## src/rtl/controle_multiciclo.sv

```systemverilog
// Multicycle MIPS control FSM: decodes one instruction per handshake
// and sequences FETCH/DECODE/EXEC/MEM/WB, driving ALU and datapath strobes.
module controle_multiciclo #(
    parameter int ILLEGAL_HALT = 1
) (
    input  logic        clock,
    input  logic        reset,
    input  logic [31:0] instruction,
    input  logic        inst_valid,
    output logic        inst_ready,
    input  logic        zero_flag,
    output logic [3:0]  alu_op,
    output logic [4:0]  shamt,
    output logic [15:0] immediate,
    output logic        bne,
    output logic        alu_src_imm,
    output logic        reg_dst_rd,
    output logic        reg_write,
    output logic        mem_read,
    output logic        mem_write,
    output logic        mem_to_reg,
    output logic        pc_write,
    output logic [1:0]  pc_src,
    output logic        illegal,
    output logic        done
);

    typedef enum logic [2:0] {
        S_FETCH, S_DECODE, S_EXEC, S_MEM, S_WB, S_HALT
    } state_t;

    typedef enum logic [2:0] {
        K_R, K_ALUI, K_LW, K_SW, K_BR, K_J, K_ILL
    } kind_t;

    state_t      r_state;
    state_t      w_next;
    kind_t       r_kind;
    logic [31:0] r_instr;
    logic [3:0]  r_alu_op;
    logic        r_alu_src_imm;
    logic        r_bne;

    kind_t       w_kind;
    logic [3:0]  w_alu_op;
    logic        w_src_imm;
    logic        w_bne;
    logic        w_illegal;
    logic [5:0]  w_opc;
    logic [5:0]  w_fn;
    logic        w_halt;

    assign w_opc     = r_instr[31:26];
    assign w_fn      = r_instr[5:0];
    assign w_illegal = (w_kind == K_ILL);
    assign w_halt    = (ILLEGAL_HALT != 0);

    assign shamt       = r_instr[10:6];
    assign immediate   = r_instr[15:0];
    assign alu_op      = r_alu_op;
    assign alu_src_imm = r_alu_src_imm;

    // Decode opcode/funct of the latched instruction into class and ALU controls
    always_comb begin
        w_kind    = K_ILL;
        w_alu_op  = 4'b0000;
        w_src_imm = 1'b0;
        w_bne     = 1'b0;
        case (w_opc)
            6'h00: begin
                w_kind = K_R;
                case (w_fn)
                    6'h00:        w_alu_op = 4'b0000;
                    6'h02:        w_alu_op = 4'b0001;
                    6'h03:        w_alu_op = 4'b0010;
                    6'h04:        w_alu_op = 4'b0011;
                    6'h06:        w_alu_op = 4'b0100;
                    6'h07:        w_alu_op = 4'b0101;
                    6'h20, 6'h21: w_alu_op = 4'b0110;
                    6'h22, 6'h23: w_alu_op = 4'b0111;
                    6'h24:        w_alu_op = 4'b1000;
                    6'h25:        w_alu_op = 4'b1001;
                    6'h26:        w_alu_op = 4'b1010;
                    6'h27:        w_alu_op = 4'b1011;
                    6'h2A:        w_alu_op = 4'b1100;
                    6'h2B:        w_alu_op = 4'b1101;
                    default:      w_kind   = K_ILL;
                endcase
            end
            6'h08: begin
                w_kind    = K_ALUI;
                w_alu_op  = 4'b0110;
                w_src_imm = 1'b1;
            end
            6'h0A: begin
                w_kind    = K_ALUI;
                w_alu_op  = 4'b1100;
                w_src_imm = 1'b1;
            end
            6'h0B: begin
                w_kind    = K_ALUI;
                w_alu_op  = 4'b1101;
                w_src_imm = 1'b1;
            end
            6'h0F: begin
                w_kind   = K_ALUI;
                w_alu_op = 4'b1110;
            end
            6'h0D: begin
                // ALU takes the raw immediate for ori, so In2 stays on rt
                w_kind   = K_ALUI;
                w_alu_op = 4'b1111;
            end
            6'h23: begin
                w_kind    = K_LW;
                w_alu_op  = 4'b0110;
                w_src_imm = 1'b1;
            end
            6'h2B: begin
                w_kind    = K_SW;
                w_alu_op  = 4'b0110;
                w_src_imm = 1'b1;
            end
            6'h04: begin
                w_kind   = K_BR;
                w_alu_op = 4'b0111;
            end
            6'h05: begin
                w_kind   = K_BR;
                w_alu_op = 4'b0111;
                w_bne    = 1'b1;
            end
            6'h02: w_kind = K_J;
            default: w_kind = K_ILL;
        endcase
    end

    // State register, instruction latch and registered decode results
    always_ff @(posedge clock) begin
        if (reset) begin
            r_state       <= S_FETCH;
            r_instr       <= '0;
            r_kind        <= K_R;
            r_alu_op      <= '0;
            r_alu_src_imm <= 1'b0;
            r_bne         <= 1'b0;
        end else begin
            r_state <= w_next;
            if (r_state == S_FETCH && inst_valid) begin
                r_instr <= instruction;
            end
            if (r_state == S_DECODE) begin
                r_kind        <= w_kind;
                r_alu_op      <= w_alu_op;
                r_alu_src_imm <= w_src_imm;
                r_bne         <= w_bne;
            end
        end
    end

    // Next-state sequencing per instruction class
    always_comb begin
        w_next = r_state;
        case (r_state)
            S_FETCH:  if (inst_valid) w_next = S_DECODE;
            S_DECODE: begin
                if (w_illegal && w_halt) w_next = S_HALT;
                else                     w_next = S_EXEC;
            end
            S_EXEC: begin
                case (r_kind)
                    K_R, K_ALUI: w_next = S_WB;
                    K_LW, K_SW:  w_next = S_MEM;
                    default:     w_next = S_FETCH;
                endcase
            end
            S_MEM: begin
                if (r_kind == K_LW) w_next = S_WB;
                else                w_next = S_FETCH;
            end
            S_WB:     w_next = S_FETCH;
            S_HALT:   w_next = S_HALT;
            default:  w_next = S_FETCH;
        endcase
    end

    // Per-state strobes; reset suppresses everything but inst_ready
    always_comb begin
        inst_ready = 1'b0;
        bne        = 1'b0;
        reg_dst_rd = 1'b0;
        reg_write  = 1'b0;
        mem_read   = 1'b0;
        mem_write  = 1'b0;
        mem_to_reg = 1'b0;
        pc_write   = 1'b0;
        pc_src     = 2'b00;
        illegal    = 1'b0;
        done       = 1'b0;
        if (reset) begin
            inst_ready = 1'b1;
        end else begin
            case (r_state)
                S_FETCH:  inst_ready = 1'b1;
                S_DECODE: illegal    = w_illegal;
                S_EXEC: begin
                    bne = r_bne;
                    case (r_kind)
                        K_BR: begin
                            pc_write = 1'b1;
                            pc_src   = zero_flag ? 2'b01 : 2'b00;
                            done     = 1'b1;
                        end
                        K_J: begin
                            pc_write = 1'b1;
                            pc_src   = 2'b10;
                            done     = 1'b1;
                        end
                        K_ILL: begin
                            pc_write = 1'b1;
                            done     = 1'b1;
                        end
                        default: ;
                    endcase
                end
                S_MEM: begin
                    if (r_kind == K_LW) begin
                        mem_read = 1'b1;
                    end else begin
                        mem_write = 1'b1;
                        pc_write  = 1'b1;
                        done      = 1'b1;
                    end
                end
                S_WB: begin
                    reg_write  = 1'b1;
                    reg_dst_rd = (r_kind == K_R);
                    mem_to_reg = (r_kind == K_LW);
                    pc_write   = 1'b1;
                    done       = 1'b1;
                end
                S_HALT:   illegal = 1'b1;
                default: ;
            endcase
        end
    end

endmodule

```

## config.mk

```make
export PLATFORM = sky130hd
export DESIGN_NAME = controle_multiciclo
export DESIGN_NICKNAME = d
export VERILOG_FILES = /design/src/rtl/controle_multiciclo.sv
export SDC_FILE = /design/constraint.sdc
export NUM_CORES = 1
export LEC_CHECK = 0
export BUFFER_PORTS_ARGS = -buffer_cell sky130_fd_sc_hd__buf_2
export CAP_MARGIN = 15
export CORE_ASPECT_RATIO = 1.1
export CORE_MARGIN = 10
export CORE_UTILIZATION = 40
export CTS_BUF_LIST = sky130_fd_sc_hd__clkbuf_4 sky130_fd_sc_hd__clkbuf_8
export DETAILED_ROUTE_END_ITERATION = 8
export PLACE_DENSITY = 0.66
export SLEW_MARGIN = 20
export SYNTH_ARGS = -nofsm -noshare
export SYNTH_HDL_FRONTEND = slang
export SYNTH_SLANG_ARGS = --single-unit
```

## constraint.sdc

```tcl
create_clock -name clock -period 2.8 [get_ports clock]
set_clock_uncertainty 0.2 [all_clocks]
set_input_delay 0.7 -clock clock [delete_from_list [all_inputs] [get_ports clock]]
set_output_delay 0.7 -clock clock [all_outputs]
set_load 0.01 [all_outputs]
```

==> flow_results.org, run 1 <==
** Worst setup path
- The worst setup path is captured at an output port.
- At the worst endpoint, the required time is 1.90 ns.
- Buffers & Inverters on Critical Path :: 1
- The critical path is of the reg -> out type.
- The critical path ends at illegal.
- In this run the critical register-to-register path is launched from r_instr[0]$_SDFFE_PP0P_.
- Slowest stage cell on the critical path :: sky130_fd_sc_hd__or4_4
- Worst reg2reg endpoint :: r_state[2]$_SDFFE_PP0P_
- Depth of the worst register-to-register path :: 6
- The signal on the critical path passes through or4_4 > o211ai_4 > o32ai_4 > o31ai_4 > nor2_1 > buf_2.
- The critical path runs through a total of 6 cells.
- Of all nets on the critical path, the largest fanout is 6.
- STA puts the critical path data arrival time at ~2.0 ns.
- R2r setup slk :: 0.83 ns
- Longest individual stage delay on the worst path :: 0.52 ns
- Among cell families on the critical path, the largest total delay comes from simple AND/OR/NAND/NOR gates.
- In this run the worst setup path begins at r_instr[0]$_SDFFE_PP0P_.
- The worst setup path is launched from a flip-flop.

** Floorplan
- Total number of placement rows :: 27
- Die boundary width :: 89.4 um
- Top-Level Pins :: between 70 and 80
- Die area :: 8610 um2
- Die H :: approximately 96 um
- For this configuration, the core starts out at a cell density of around two fifths.
- Area of the core region :: 5070 um2

** Synthesis
- Share of flip-flops with an asynchronous set or reset after synthesis :: 0%
- Summing the areas of all fa, ha and maj instances in the mapped netlist gives 0% of the synthesized area.
- Cell type with the highest aggregate area in the netlist :: sky130_fd_sc_hd__dfxtp_1
- Synthesis instantiated 53 different standard cells from the library.
- Synthesis inferred 34 register bits.
- Top cells by area, synth :: sky130_fd_sc_hd__dfxtp_1 32%, sky130_fd_sc_hd__nand2_1 9.8%, sky130_fd_sc_hd__buf_4 7.8%
- Warnings, synthesis :: 0
- Prevailing post-synth register cell :: sky130_fd_sc_hd__dfxtp_1
- A synthesized cell averages 7.43 um2.
- The cell area that synthesis handed to floorplanning was 2120 um2.
- Share of synthesized area occupied by flip-flops and latches :: roughly 32%
- Simple-gate area share of the yosys netlist :: 30.1%
- The synthesized netlist devotes 22.2% of its cell area to compound gates.
- Area share of the largest cell type after synthesis :: 32.2%
- The cell count after synthesis came out at 285.
- Of the total synthesized cell area, the portion taken by XOR and XNOR cells is 0%.
- EDFF count, synth :: 0
- By area, the combinational part of the netlist is dominated by simple AND/OR/NAND/NOR gates.
- Mux contribution to synthesized area :: under 10%
- Counting instances in the post-synthesis netlist gives the leading cell types as 55 x sky130_fd_sc_hd__nand2_1, 34 x sky130_fd_sc_hd__dfxtp_1, 31 x sky130_fd_sc_hd__a21oi_1, 22 x sky130_fd_sc_hd__buf_4, 22 x sky130_fd_sc_hd__nor2_1.
- The number of nets in the synthesized netlist is 321.
- Among all cell types in the netlist, the one instantiated most often is sky130_fd_sc_hd__nand2_1.

** Drt
- Wl on met1 :: 2260 um
- Antenna Nets Post-Route :: 0
- Met3 Wirelength :: 284 um
- Routed signal wires occupy layers up through met4.
- The routed design has around 5300 um of wire.
- Total via count after detailed routing :: 1952
- Post-detailed-route DRC marker count :: 0
- Detail-routed net length per standard cell :: 13.8 um
- The pre-antenna-repair detailed-routing pass consisted of 4 iterations.
- After detailed routing, the number of vias per cell comes to 5.06.
- For this block, the initial DRC count from the detailed router was 107.
- The routed design uses 2690 um of met2 wire.

** Clocking
- CTS tree :: done
- Level count of the clock H-tree :: 2
- Clock-pin slew reported for the worst setup and hold paths after clock tree synthesis :: approximately 0.080 ns
- Count of hold buffers inserted by post-cts repair :: 0
- The clock reaches the later pin of the worst-skew pair after 0.29 ns.
- Number of buffers created by CTS :: 5
- Buffers from clock root to sink, at most :: 2
- The tree is rooted in a sky130_fd_sc_hd__clkbuf_8.
- The tree built by TritonCTS fans out to 34 sinks.

** GRT
- Summed over all layers, the global routing overflow is 0.
- The first global-routing pass estimated 8300 um of wire.
- The initial antenna violation count came to 0.
- Across every metal layer, demand over resource in global routing totals 11.9%.
- Number of global-route vias before repair :: approximately 1800
- Pin count of the biggest net entering global routing :: 27

** Status
- Failing checks :: setup timing
- The run finished, with violations left.

** STA
- Hold is met by 0.253 ns.
- Upper clock frequency limit :: between 300 and 400 MHz
- Least setup slack across all paths after layout :: -0.0508 ns
- The max-slew violation count is 0.
- Headroom to the max-slew limit came out at between 50 and 60%.
- Final Cycle Share :: 102%
- Number of hold violations in the final report :: 0
- Aggregate negative setup slack :: -0.0508 ns
- Setup violations remaining at the end of the flow were counted as 1.
- RSZ-0062 raised after global routing :: yes
- Subtracting the final worst setup slack from the clock period gives 2.85 ns.
- Least-Margin Pin Slew :: 0.698 ns

** Power and ir drop
- Static Leakage :: 1.12 nW
- Dividing total power by cell area gives a power density of around 660 nW/um2.
- Across the VDD grid, the largest voltage drop is 0.000321 V.
- Total chip power :: 1.67 mW

** Placement
- Input and output buffers added on the ports amount to 63.
- Placer Congestion :: 0.849
- Including well taps, the total number of placed cells is approximately 370.
- Once placement finished, the instance area stood at 2320 um2.
- HPWL Detailed :: 3970 um
- Prior to clock tree synthesis, the placed netlist has a worst setup slack of 0.240 ns.

** Finish
- Ratio of cells with drive above 1 in the final layout :: 31.7%
- The finished cells cover 2540 um2.
- Final standard cell count with taps included and fillers excluded :: 386
- Fillcell total :: 515
- From synthesis to final layout, the design area changed by 19.9%.
- The number of antenna diodes in the final layout is 0.
- At the end of the flow, the number of nets in the layout was 363.
- Measured on the finished design, the core utilization comes to between 50% and 60%.

** Flow run
- Max-capacitance violation count :: 0

** Worst hold path
- The min-delay analysis places its worst path in the category reg -> reg.
-- worst reg2reg max path, delay by kind of cell (launching register included) --
family,cells,cell delay [ns]
compound gates,4,0.63
buf+inv,1,0.15
flops,1,0.36
simple gates,1,0.52
-- how the worst min path moves through the flow --
stage                        startpoint                       end  slack, ns  cells after the start
5_1_grt              r_bne$_SDFFE_PP0P_        r_bne$_SDFFE_PP0P_       0.28                      2
3_5_place_dp   r_instr[13]$_SDFFE_PP0P_  r_instr[13]$_SDFFE_PP0P_       0.25                      2
6_report       r_instr[15]$_SDFFE_PP0P_  r_instr[15]$_SDFFE_PP0P_       0.25                      2
3_3_place_gp   r_instr[11]$_SDFFE_PP0P_  r_instr[11]$_SDFFE_PP0P_       0.24                      2
4_1_cts        r_instr[13]$_SDFFE_PP0P_  r_instr[13]$_SDFFE_PP0P_       0.26                      2
2_1_floorplan        r_bne$_SDFFE_PP0P_        r_bne$_SDFFE_PP0P_       0.23                      2
-- repair_timing --
item	CTS	global route
pin swaps	0	3
hold endpoints to repair	0	0
resized for setup	2	9
buffers inserted	0	4
endpoints found under the setup margin	1	1
-- power breakdown --
part | total (mW) | internal, mW | switching [mW] | leakage [nW]
combinational | 0.511 | 0.228 | 0.284 | 0.775
clock | 0.543 | 0.357 | 0.187 | 0.0683
sequential | 0.612 | 0.540 | 0.0712 | 0.281
total | 1.67 | 1.12 | 0.541 | 1.12
-- placed cells by master, fill, tap and decap left out, drive strengths merged, types with 4 or more instances in the layout --
cell type,synthesis,layout
a21oi,31,31
and2,4,4
buf,27,78
clkbuf,16,5
dfxtp,34,34
inv,7,7
mux2i,4,4
nand2,55,55
nand2b,8,8
nor2,23,23
nor2b,7,7
nor3,8,8
nor3b,5,5
o21ai,11,11
-- per-layer routing --
| layer | GRT usage (%) | vias up |
|---|---|---|
| met3 | 3.21 | 5 |
| met1 | 13.6 | 869 |
| li1 | - | 1042 |
| met4 | 4.77 | 0 |
| met5 | 0 | - |
| met2 | 20.6 | 36 |
-- logic make-up after synthesis --
logic type             count (synthesis)
flip-flops                            34
buffers and inverters                 50
multiplexers                           4
AND/OR/NAND/NOR                      128
AO/OA/AOI/OAI                         69
-- sequential cells by signal, indices dropped and copies added (netlist names) --
register	cells
r_instr	22
alu_op	4
r_kind	3
r_state	3
alu_src_imm	1
r_bne	1
-- cell type report --
cell class	instances	area (um2)	share of cell area [%]
clock buffers	5	68.8	2.71
clock inverters	3	68.8	2.71
inverters	7	26.3	1.04
multi-input cells	201	1180	46.5
flip-flops and latches	34	692	27.3
well taps	58	72.6	2.86
repair buffers	78	428	16.9
No activity file was read; power rests on OpenSTA's default activity.
==> run 2, diff against run 1 <==
CORE_MARGIN = default   (was 10)
clock period = 3.1 ns   (was 2.8 ns; I/O delays follow)
==> run 2 against run 1 <==
Against the previous run: the flow finishes with violations (DRC); largest cell class unchanged; global-route usage grew 4.6 points; total power down 13%; highest routed layer unchanged; critical path depth stayed put; die area down 35%; sequential power down 7.8%; critical path type unchanged; combinational power is 22% lower; non-clock buffer count fell by 10; worst hold slack about the same; design area is 4.5% lower; clock power shrank 9.4%; worst setup slack better by 0.15 ns.
==> flow_results.org, run 2 (same netlist as run 1, synthesis figures left out) <==
** Placement
- The final RePlAce weighted congestion was 0.825 (was 0.849).
- The detailed placer's ending HPWL came to 3260 um (was 3970 um).
- The count of input and output buffers came to 63 (unchanged).

** Worst setup path
- The delay contributed by the slowest stage of the critical path was 0.57 ns (was 0.52 ns).
- Worst-path maximum fanout :: 10 (was 6)
- Critical-path cell list :: nor2b_2 > and3_1 > o32ai_2 > o31ai_4 > nor2_1 > buf_2 (was or4_4 > o211ai_4 > o32ai_4 > o31ai_4 > nor2_1 > buf_2)
- The startpoint-to-endpoint class of the critical path is reg -> out (unchanged).
- Family with the most delay on the worst path :: simple AND/OR/NAND/NOR gates (unchanged)
- Endpoint type of the worst setup path :: output port (unchanged)
- Required time at the worst-slack endpoint :: 2.12 ns (was 1.90 ns)
- Critical path launch point type :: flip-flop (unchanged)
- Arrival time of the worst setup path :: 2.03 ns (was 1.95 ns)
- Slowest stage cell on the critical path :: sky130_fd_sc_hd__dfxtp_1 (was sky130_fd_sc_hd__or4_4)
- The sum of buffers and inverters on the critical path was 1 (unchanged).

** Finish
- The total inserted antenna cells is 0 (unchanged).
- The post-route core utilization is 48.1% (was 50.1%).
- The flip-flop count of the largest register, all copies and words added came to 22 (unchanged).
- Largest register by flop count :: r_instr (unchanged)
- Top library cells by usage in the layout, fill and taps aside :: 63 x sky130_fd_sc_hd__buf_2, 55 x sky130_fd_sc_hd__nand2_1, 32 x sky130_fd_sc_hd__dfxtp_1 (was 63 x sky130_fd_sc_hd__buf_2, 55 x sky130_fd_sc_hd__nand2_1, 31 x sky130_fd_sc_hd__a21oi_1)
- Most common library cell in the layout ignoring fill and taps :: sky130_fd_sc_hd__buf_2 (unchanged)
- Net count reported at finish :: 353 (was 363)
- The area growth from synthesis to final layout was 14.4% (was 19.9%).
- The ratio of cells with drive above 1 in the final layout is 28.9% (was 31.7%).

** GRT
- The busiest metal layer after global routing is met2 (unchanged).
- Combined global-route utilization of all metal layers :: 16.5% (was 11.9%)
- Wire length of the first global-routing pass :: 7380 um (was 8300 um)
- The largest net degree at the start of global routing was 34 (was 27).
- GRT Residual Overflow :: 0 (unchanged)
- The initial antenna violation count is 0 (unchanged).
- The met1 track demand over resource came to 19.7% (was 13.6%).
- The global routing met2 resource utilization is 28.0% (was 20.6%).
- M3 GR Usage :: 4.36% (was 3.21%)
- Number of global-route vias before repair :: 1643 (was 1790)

** Clocking
- CTS tree :: done (unchanged)
- The clock slew at the register clock pins of the worst setup and hold paths came to 0.08 ns (about the same).
- The number of buffers created by CTS was 5 (unchanged).
- The clock latency on the worst-skew pair was 0.29 ns (about the same).
- The buffer type at the clock tree root was sky130_fd_sc_hd__clkbuf_8 (unchanged).
- The count of hold buffers inserted by post-cts repair is 0 (unchanged).
- The total number of H-tree levels is 2 (unchanged).
- The maximum root-to-sink buffer count came to 2 (unchanged).
- Number of sinks on the clock net :: 34 (unchanged)

** Drt
- The initial detailed-routing violation count was 95 (was 107).
- Via count normalized by instance count :: 5.11 (was 5.06)
- The total number of vias is 1920 (was 1952).
- The wire length after detailed routing came to 4560 um (was 5320 um).
- First-pass iteration count of the detailed router :: 6 (was 4)
- The final antenna-violating net count came to 0 (unchanged).
- Post-detailed-route DRC marker count :: 5 (was 0)
- The routed length per placed instance is 12.1 um (was 13.8 um).

** Floorplan
- The number of placement rows is 27 (unchanged).
- Die H :: 78.3 um (was 96.3 um)
- Initial cell density of the core :: 42.1% (was 41.8%)
- The die area was 5590 um2 (was 8610 um2).
- The chip width came to 71.4 um (was 89.4 um).
- Area of the core region :: 5030 um2 (was 5070 um2)
- The count of pins on the block boundary was 74 (unchanged).

** STA
- Max-slew violation count :: 0 (unchanged)
- Min Tclk post-route :: 3.00 ns
- Derived from the worst setup path, the maximum achievable clock frequency is 333 MHz.
- The final count of negative-setup-slack endpoints was 0 (was 1).
- Aggregate negative setup slack :: 0 ns (was -0.0508 ns)
- The worst path uses a little over nine tenths of the clock period.
- RSZ-0062 raised after global routing :: no (was yes)
- The slew at the pin with the worst max-slew slack was 0.711 ns (was 0.698 ns).
- The final hold violation count was 0 (unchanged).
- Worst-case headroom to the max-slew limit :: 52.5% (was 53.4%)

** Power and ir drop
- The overall power came to 1.45 mW (was 1.67 mW).
- Static Leakage :: 1.07 nW (was 1.12 nW)
- The peak supply drop is 0.000321 V (about the same).
- The total power density per cell area came to 600 nW/um2 (was 657 nW/um2).

** Flow run
- Max-capacitance violation count :: 0 (unchanged)

** Worst hold path
- Class of the worst hold path :: reg -> reg (unchanged)

** Status
- Run status :: complete, but fails checks (unchanged)
- Failing checks: DRC (was setup timing).
==> run 2: cell types whose count changed in the layout (fill, tap and decap cells not counted), sizes merged <==
cell  change
buf      -10
==> run 2: what timing repair did <==
action | 4_1_cts | 5_1_grt
buffers inserted | 0 | 0
resized for setup | 1 | 2
cloned | 0 | 0
endpoints found under the setup margin | 1 | 1
==> run 2: worst reg2reg max path, stage by stage (launching register included) <==
cell and delay (ns):
sky130_fd_sc_hd__dfxtp_1 0.44, sky130_fd_sc_hd__nor4_4 0.35, sky130_fd_sc_hd__o211ai_2 0.14, sky130_fd_sc_hd__o32ai_2 0.41, sky130_fd_sc_hd__nor2_2 0.11, sky130_fd_sc_hd__a211oi_1 0.25
==> run 2: report_power, final <==
part           total [mW]  internal, mW  leakage [nW]  switching (mW)
Clock               0.492         0.322        0.0683           0.169
Sequential          0.564         0.487         0.279          0.0766
Combinational       0.397         0.172         0.722           0.225
Total                1.45         0.982          1.07           0.471
==> run 2: worst paths after layout <==
path / start / to / cells past startpoint / slack (ns)
max: r_instr[27]$_SDFFE_PP0P_ / illegal / 6 / 0.1
min: r_instr[11]$_SDFFE_PP0P_ / r_instr[11]$_SDFFE_PP0P_ / 2 / 0.25
max reg2reg: r_instr[27]$_SDFFE_PP0P_ / r_kind[2]$_SDFFE_PP0P_ / 5 / 1.10
min reg2reg: r_instr[11]$_SDFFE_PP0P_ / r_instr[11]$_SDFFE_PP0P_ / 2 / 0.25
==> run 2: layout make-up <==
type	count	area [um2]
multi-input combinational	201	1150
inverter	7	26.3
timing repair buffer	68	353
clock inverter	3	68.8
sequential	34	683
tap	58	72.6
fill	529	2610
clock buffer	5	68.8
==> run 2: metal layers <==
layer / part of all wire [%] / up-vias
li1: - / 1019
met1: 45 / 843
met2: 48 / 51
met3: 4.4 / 7
met4: 2.0 / 0
met5: 0 / -
==> run 2: stage by stage <==
stage | hold WS (ns) | setup WS [ns] | cells | cell area, um2
after CTS | 0.255 | 0.0610 | 376 | 2420
after detailed placement | 0.243 | 0.316 | 368 | 2280
after floorplan | 0.227 | 0.529 | 285 | 2120
after global routing | 0.266 | 0.0186 | 376 | 2420
final | 0.254 | 0.0978 | 376 | 2420
after global placement | 0.240 | 0.329 | 368 | 2280
==> run 3, diff against run 2 <==
ABC_AREA = 1   (was default)
PLACE_DENSITY = 0.68   (was 0.66)
==> run 3 against run 2 <==
Against the previous run: synthesized cell count is 1.8% lower; utilization is 1.6 points higher; flip-flop and latch count stayed put; combinational power is 130% higher; total power is 32% higher; the run now ends clean; critical path depth is 4 higher; sequential share of layout area is 2.8 points higher; routed wire length is 9.5% lower; sequential power is 19% higher; first-iteration DRC count is 2.1% lower; design area is 9.5% lower; final cell count is 0.27% higher; critical path type unchanged; largest cell class unchanged.
==> flow_results.org, run 3 <==
** Worst setup path
- The worst reg-to-reg path cell count is 8 (was 5).
- The sum of buffers and inverters on the critical path was 2 (was 1).
- Worst reg2reg endpoint :: r_instr[28]$_SDFFE_PP0P_ (was r_kind[2]$_SDFFE_PP0P_)
- Counting stages on the worst path, the most repeated cell is sky130_fd_sc_hd__nand2_1.
- R2r setup slk :: 1.25 ns (was 1.10 ns)
- Slowest stage cell on the critical path :: sky130_fd_sc_hd__dfxtp_1 (unchanged)
- The critical path required time was 2.12 ns (about the same).
- The critical path launch point type is a flip-flop (unchanged).
- The endpoint arrival time on the critical path is 1.75 ns (was 2.03 ns).
- Reg-to-reg startpoint :: r_state[1]$_SDFFE_PP0P_ (was r_instr[27]$_SDFFE_PP0P_)
- Endpoint type of the worst setup path :: output port (unchanged)
- Critical path class :: reg -> out (unchanged)
- Critical-path cell list :: inv_1 > nand2_1 > nor2_4 > nand2_1 > nor2_1 > nand2_1 > nand2_2 > nand2_2 > a21oi_1 > buf_2 (was nor2b_2 > and3_1 > o32ai_2 > o31ai_4 > nor2_1 > buf_2)
- The instance count on the critical path came to 10 (was 6).
- The delay contributed by the slowest stage of the critical path is 0.35 ns (was 0.57 ns).
- The highest net fanout along the worst path came to 6 (was 10).
- The gate family responsible for the most delay along the worst path was simple AND/OR/NAND/NOR gates (unchanged).

** Finish
- Final standard cell count with taps included and fillers excluded :: 377 (was 376)
- Ratio of cells with drive above 1 in the final layout :: 26.6% (was 28.9%)
- The post-layout instance area is 2190 um2 (was 2420 um2).
- Top library cells by usage in the layout, fill and taps aside :: 63 x sky130_fd_sc_hd__buf_2, 49 x sky130_fd_sc_hd__nand2_1, 34 x sky130_fd_sc_hd__dfxtp_1 (was 63 x sky130_fd_sc_hd__buf_2, 55 x sky130_fd_sc_hd__nand2_1, 32 x sky130_fd_sc_hd__dfxtp_1)
- Layout Area Growth over Synthesis :: 15.6% (was 14.4%)
- The total inserted antenna cells came to 0 (unchanged).
- Most common library cell in the layout ignoring fill and taps :: sky130_fd_sc_hd__buf_2 (unchanged)
- The register name with the most flops is r_instr (unchanged).
- Flip-flop count of the largest register after layout :: 22 (unchanged)
- Net count reported at finish :: 358 (was 353)
- Fillcell total :: 461 (was 529)
- End-of-flow core utilization :: 49.7% (was 48.1%)

** Power and ir drop
- The net switching fraction of the power came to 44.3% (was 32.4%).
- The peak supply drop is 0.000340 V (was 0.000321 V).
- The relative contribution of the clock network to total power came to 17.7% (was 33.8%).
- The net switching power was 0.851 mW (was 0.471 mW).
- The overall power came to 1.92 mW (was 1.45 mW).
- The total power density per cell area came to 876 nW/um2 (was 600 nW/um2).
- Share of total power in sequential cells :: 34.9% (was 38.8%)
- P_int :: 1.07 mW (was 0.982 mW)
- Static Leakage :: 1.08 nW (was 1.07 nW)
- The logic gate share of total power came to 47.4% (was 27.3%).

** Drt
- The wire length after detailed routing is 4130 um (was 4560 um).
- The total number of vias is 1860 (was 1920).
- Number of violations reported at the end of detailed-routing iteration 0 :: 93 (was 95)
- First-pass iteration count of the detailed router :: 4 (was 6)
- Via count normalized by instance count :: 4.93 (was 5.11)
- The routed length per placed instance is 10.9 um (was 12.1 um).
- The final antenna-violating net count is 0 (unchanged).
- The number of DRC violations after detailed routing was 0 (was 5).

** STA
- The share of the clock period used by the worst path after layout is 87.8% (was 96.8%).
- The slew at the pin with the worst max-slew slack was 0.357 ns (was 0.711 ns).
- The time the final worst path needs with I/O delays and setup is 2.72 ns (was 3.00 ns).
- The relative slew slack came to 76.1% (was 52.5%).
- The final hold violation count was 0 (unchanged).
- The achievable clock frequency is 367 MHz (was 333 MHz).
- RSZ-0062 raised after global routing :: no (unchanged)
- Max-slew violation count :: 0 (unchanged)
- The least setup slack across all paths after layout was 0.377 ns (was 0.0978 ns).
- Final setup fails :: 0 (unchanged)
- The final sum of negative setup slack is 0 ns (unchanged).
- Hold Worst Slack :: 0.262 ns (was 0.254 ns)

** Floorplan
- The count of pins on the block boundary was 74 (unchanged).
- The chip width was 67.7 um (was 71.4 um).
- Initial cell density of the core :: 43.0% (was 42.1%)
- Total number of placement rows :: 25 (was 27)
- The height of the die came to 74.2 um (was 78.3 um).
- The die area is 5020 um2 (was 5590 um2).
- The placeable core area is 4410 um2 (was 5030 um2).

** Synthesis
- Synth cell count leaders :: 49 x sky130_fd_sc_hd__nand2_1, 34 x sky130_fd_sc_hd__dfxtp_1, 29 x sky130_fd_sc_hd__inv_1, 28 x sky130_fd_sc_hd__a21oi_1, 28 x sky130_fd_sc_hd__nand3_1 (was 55 x sky130_fd_sc_hd__nand2_1, 34 x sky130_fd_sc_hd__dfxtp_1, 31 x sky130_fd_sc_hd__a21oi_1, 22 x sky130_fd_sc_hd__buf_4, 22 x sky130_fd_sc_hd__nor2_1)
- Avg Inst Size Synth :: 6.77 um2 (was 7.43 um2)
- Top cells by area, synth :: sky130_fd_sc_hd__dfxtp_1 36%, sky130_fd_sc_hd__nand2_1 9.7%, sky130_fd_sc_hd__buf_4 9.1% (was sky130_fd_sc_hd__dfxtp_1 32%, sky130_fd_sc_hd__nand2_1 9.8%, sky130_fd_sc_hd__buf_4 7.8%)
- The area share of the leading cell type in the synthesized netlist is 35.9% (was 32.2%).
- The number of enable-type register cells in the synthesized netlist came to 0 (unchanged).
- The most repeated cell in the gate-level netlist after synthesis is sky130_fd_sc_hd__nand2_1 (unchanged).
- Seq cells post-synth :: 34 (unchanged)
- Syn nets :: 316 (was 321)
- Prevailing post-synth register cell :: sky130_fd_sc_hd__dfxtp_1 (unchanged)
- The count of synthesis-stage warnings from yosys is 0 (unchanged).
- Cell type with the highest aggregate area in the netlist :: sky130_fd_sc_hd__dfxtp_1 (unchanged)
- Post-Synthesis Cells :: 280 (was 285)
- Yosys cell types :: 27 (was 53)
- The async set or reset register ratio after synthesis came to 0% (unchanged).
- Share of synthesized area occupied by flip-flops and latches :: 35.9% (was 32.2%)
- The total standard cell area after synthesis came to 1900 um2 (was 2120 um2).

** Worst hold path
- The terminating pin of the worst hold path is r_instr[12]$_SDFFE_PP0P_ (was r_instr[11]$_SDFFE_PP0P_).
- The depth of the worst hold-timing path was 2 (unchanged).
- Hold path startpoint :: r_instr[12]$_SDFFE_PP0P_ (was r_instr[11]$_SDFFE_PP0P_)
- Class of the worst hold path :: reg -> reg (unchanged)

** Flow run
- Max-capacitance violation count :: 0 (unchanged)

** Placement
- The count of input and output buffers is 63 (unchanged).
- The number of cells after detailed placement was 369 (was 368).
- HPWL Detailed :: 3100 um (was 3260 um)
- The worst setup slack after placement is 0.387 ns (was 0.316 ns).
- Placer Congestion :: 0.787 (was 0.825)
- The cell area reported after detailed placement came to 2100 um2 (was 2280 um2).

** GRT
- The number of global-route vias before repair was 1504 (was 1643).
- The global routing usage summed across all routing layers was 16.9% (was 16.5%).
- Wire length of the first global-routing pass :: 6350 um (was 7380 um)
- GRT Residual Overflow :: 0 (unchanged)
- Number of antenna violations at the first check in global routing :: 0 (unchanged)
- Pin count of the biggest net entering global routing :: 27 (was 34)

** Clocking
- The clock latency on the worst-skew pair is 0.29 ns (about the same).
- The clock slew at the register clock pins of the worst setup and hold paths is 0.07 ns (was 0.08 ns).
- Buffers from clock root to sink, at most :: 2 (unchanged)
- Level count of the clock H-tree :: 2 (unchanged)
- CTS tree :: done (unchanged)
- Number of buffers created by CTS :: 5 (unchanged)
- The count of cells resized by post-cts repair was 0 (was 1).
- The buffer type at the clock tree root was sky130_fd_sc_hd__clkbuf_8 (unchanged).
- The number of clock sinks came to 34 (unchanged).
- Count of hold buffers inserted by post-cts repair :: 0 (unchanged)
- Buffer count from post-CTS setup fixing :: 0 (unchanged)

** Status
- Run status: finished, final reports clean (was complete, but fails checks).
[run 3: worst max-delay path by stage]
stage | end | slack (ns) | from
5_1_grt | illegal | 0.21 | r_instr[27]$_SDFFE_PP0P_
3_3_place_gp | bne | 0.41 | reset
2_1_floorplan | pc_write | 0.53 | reset
3_5_place_dp | bne | 0.39 | reset
6_report | illegal | 0.38 | r_instr[27]$_SDFFE_PP0P_
4_1_cts | illegal | 0.35 | r_instr[27]$_SDFFE_PP0P_
[run 3: worst min-delay path: stages, from the launching register on]
cell,delay (ns)
sky130_fd_sc_hd__dfxtp_1,0.31
sky130_fd_sc_hd__nand2_1,0.06
sky130_fd_sc_hd__a21oi_1,0.05
[run 3: cell families (layout without fill, tap and decap cells)]
logic type	count (synthesis)	in the layout	synth area share [%]
flops	34	34	35.9
compound gates	58	58	16.7
buf+inv	63	106	17.3
simple gates	125	125	30.1
[run 3: area by class of cell]
type	count	area, um2	share of cell area, %
tap	54	67.6	3.08
timing repair buffer	67	345	15.7
clock buffer	7	90.1	4.11
inverter	31	116	5.31
multi-input combinational	183	888	40.5
clock inverter	1	5.00	0.228
sequential	34	681	31.0
[run 3: power groups by stage]
stage	clock [mW]	combinational [mW]	sequential (mW)
6_report	0.341	0.911	0.671
5_1_grt	0.374	1.03	0.688
3_3_place_gp	0	0.901	0.679
4_1_cts	0.357	0.918	0.671
2_1_floorplan	0	0.756	0.670
3_5_place_dp	0	0.912	0.679
[run 3: layer usage]
layer  up-vias  wire length [um]  track usage (%)
met5         -                 0                0
li1        992                 -                -
met3         7               230             4.91
met4         0                62             7.80
met1       807              1910             20.1
met2        54              1920             27.7
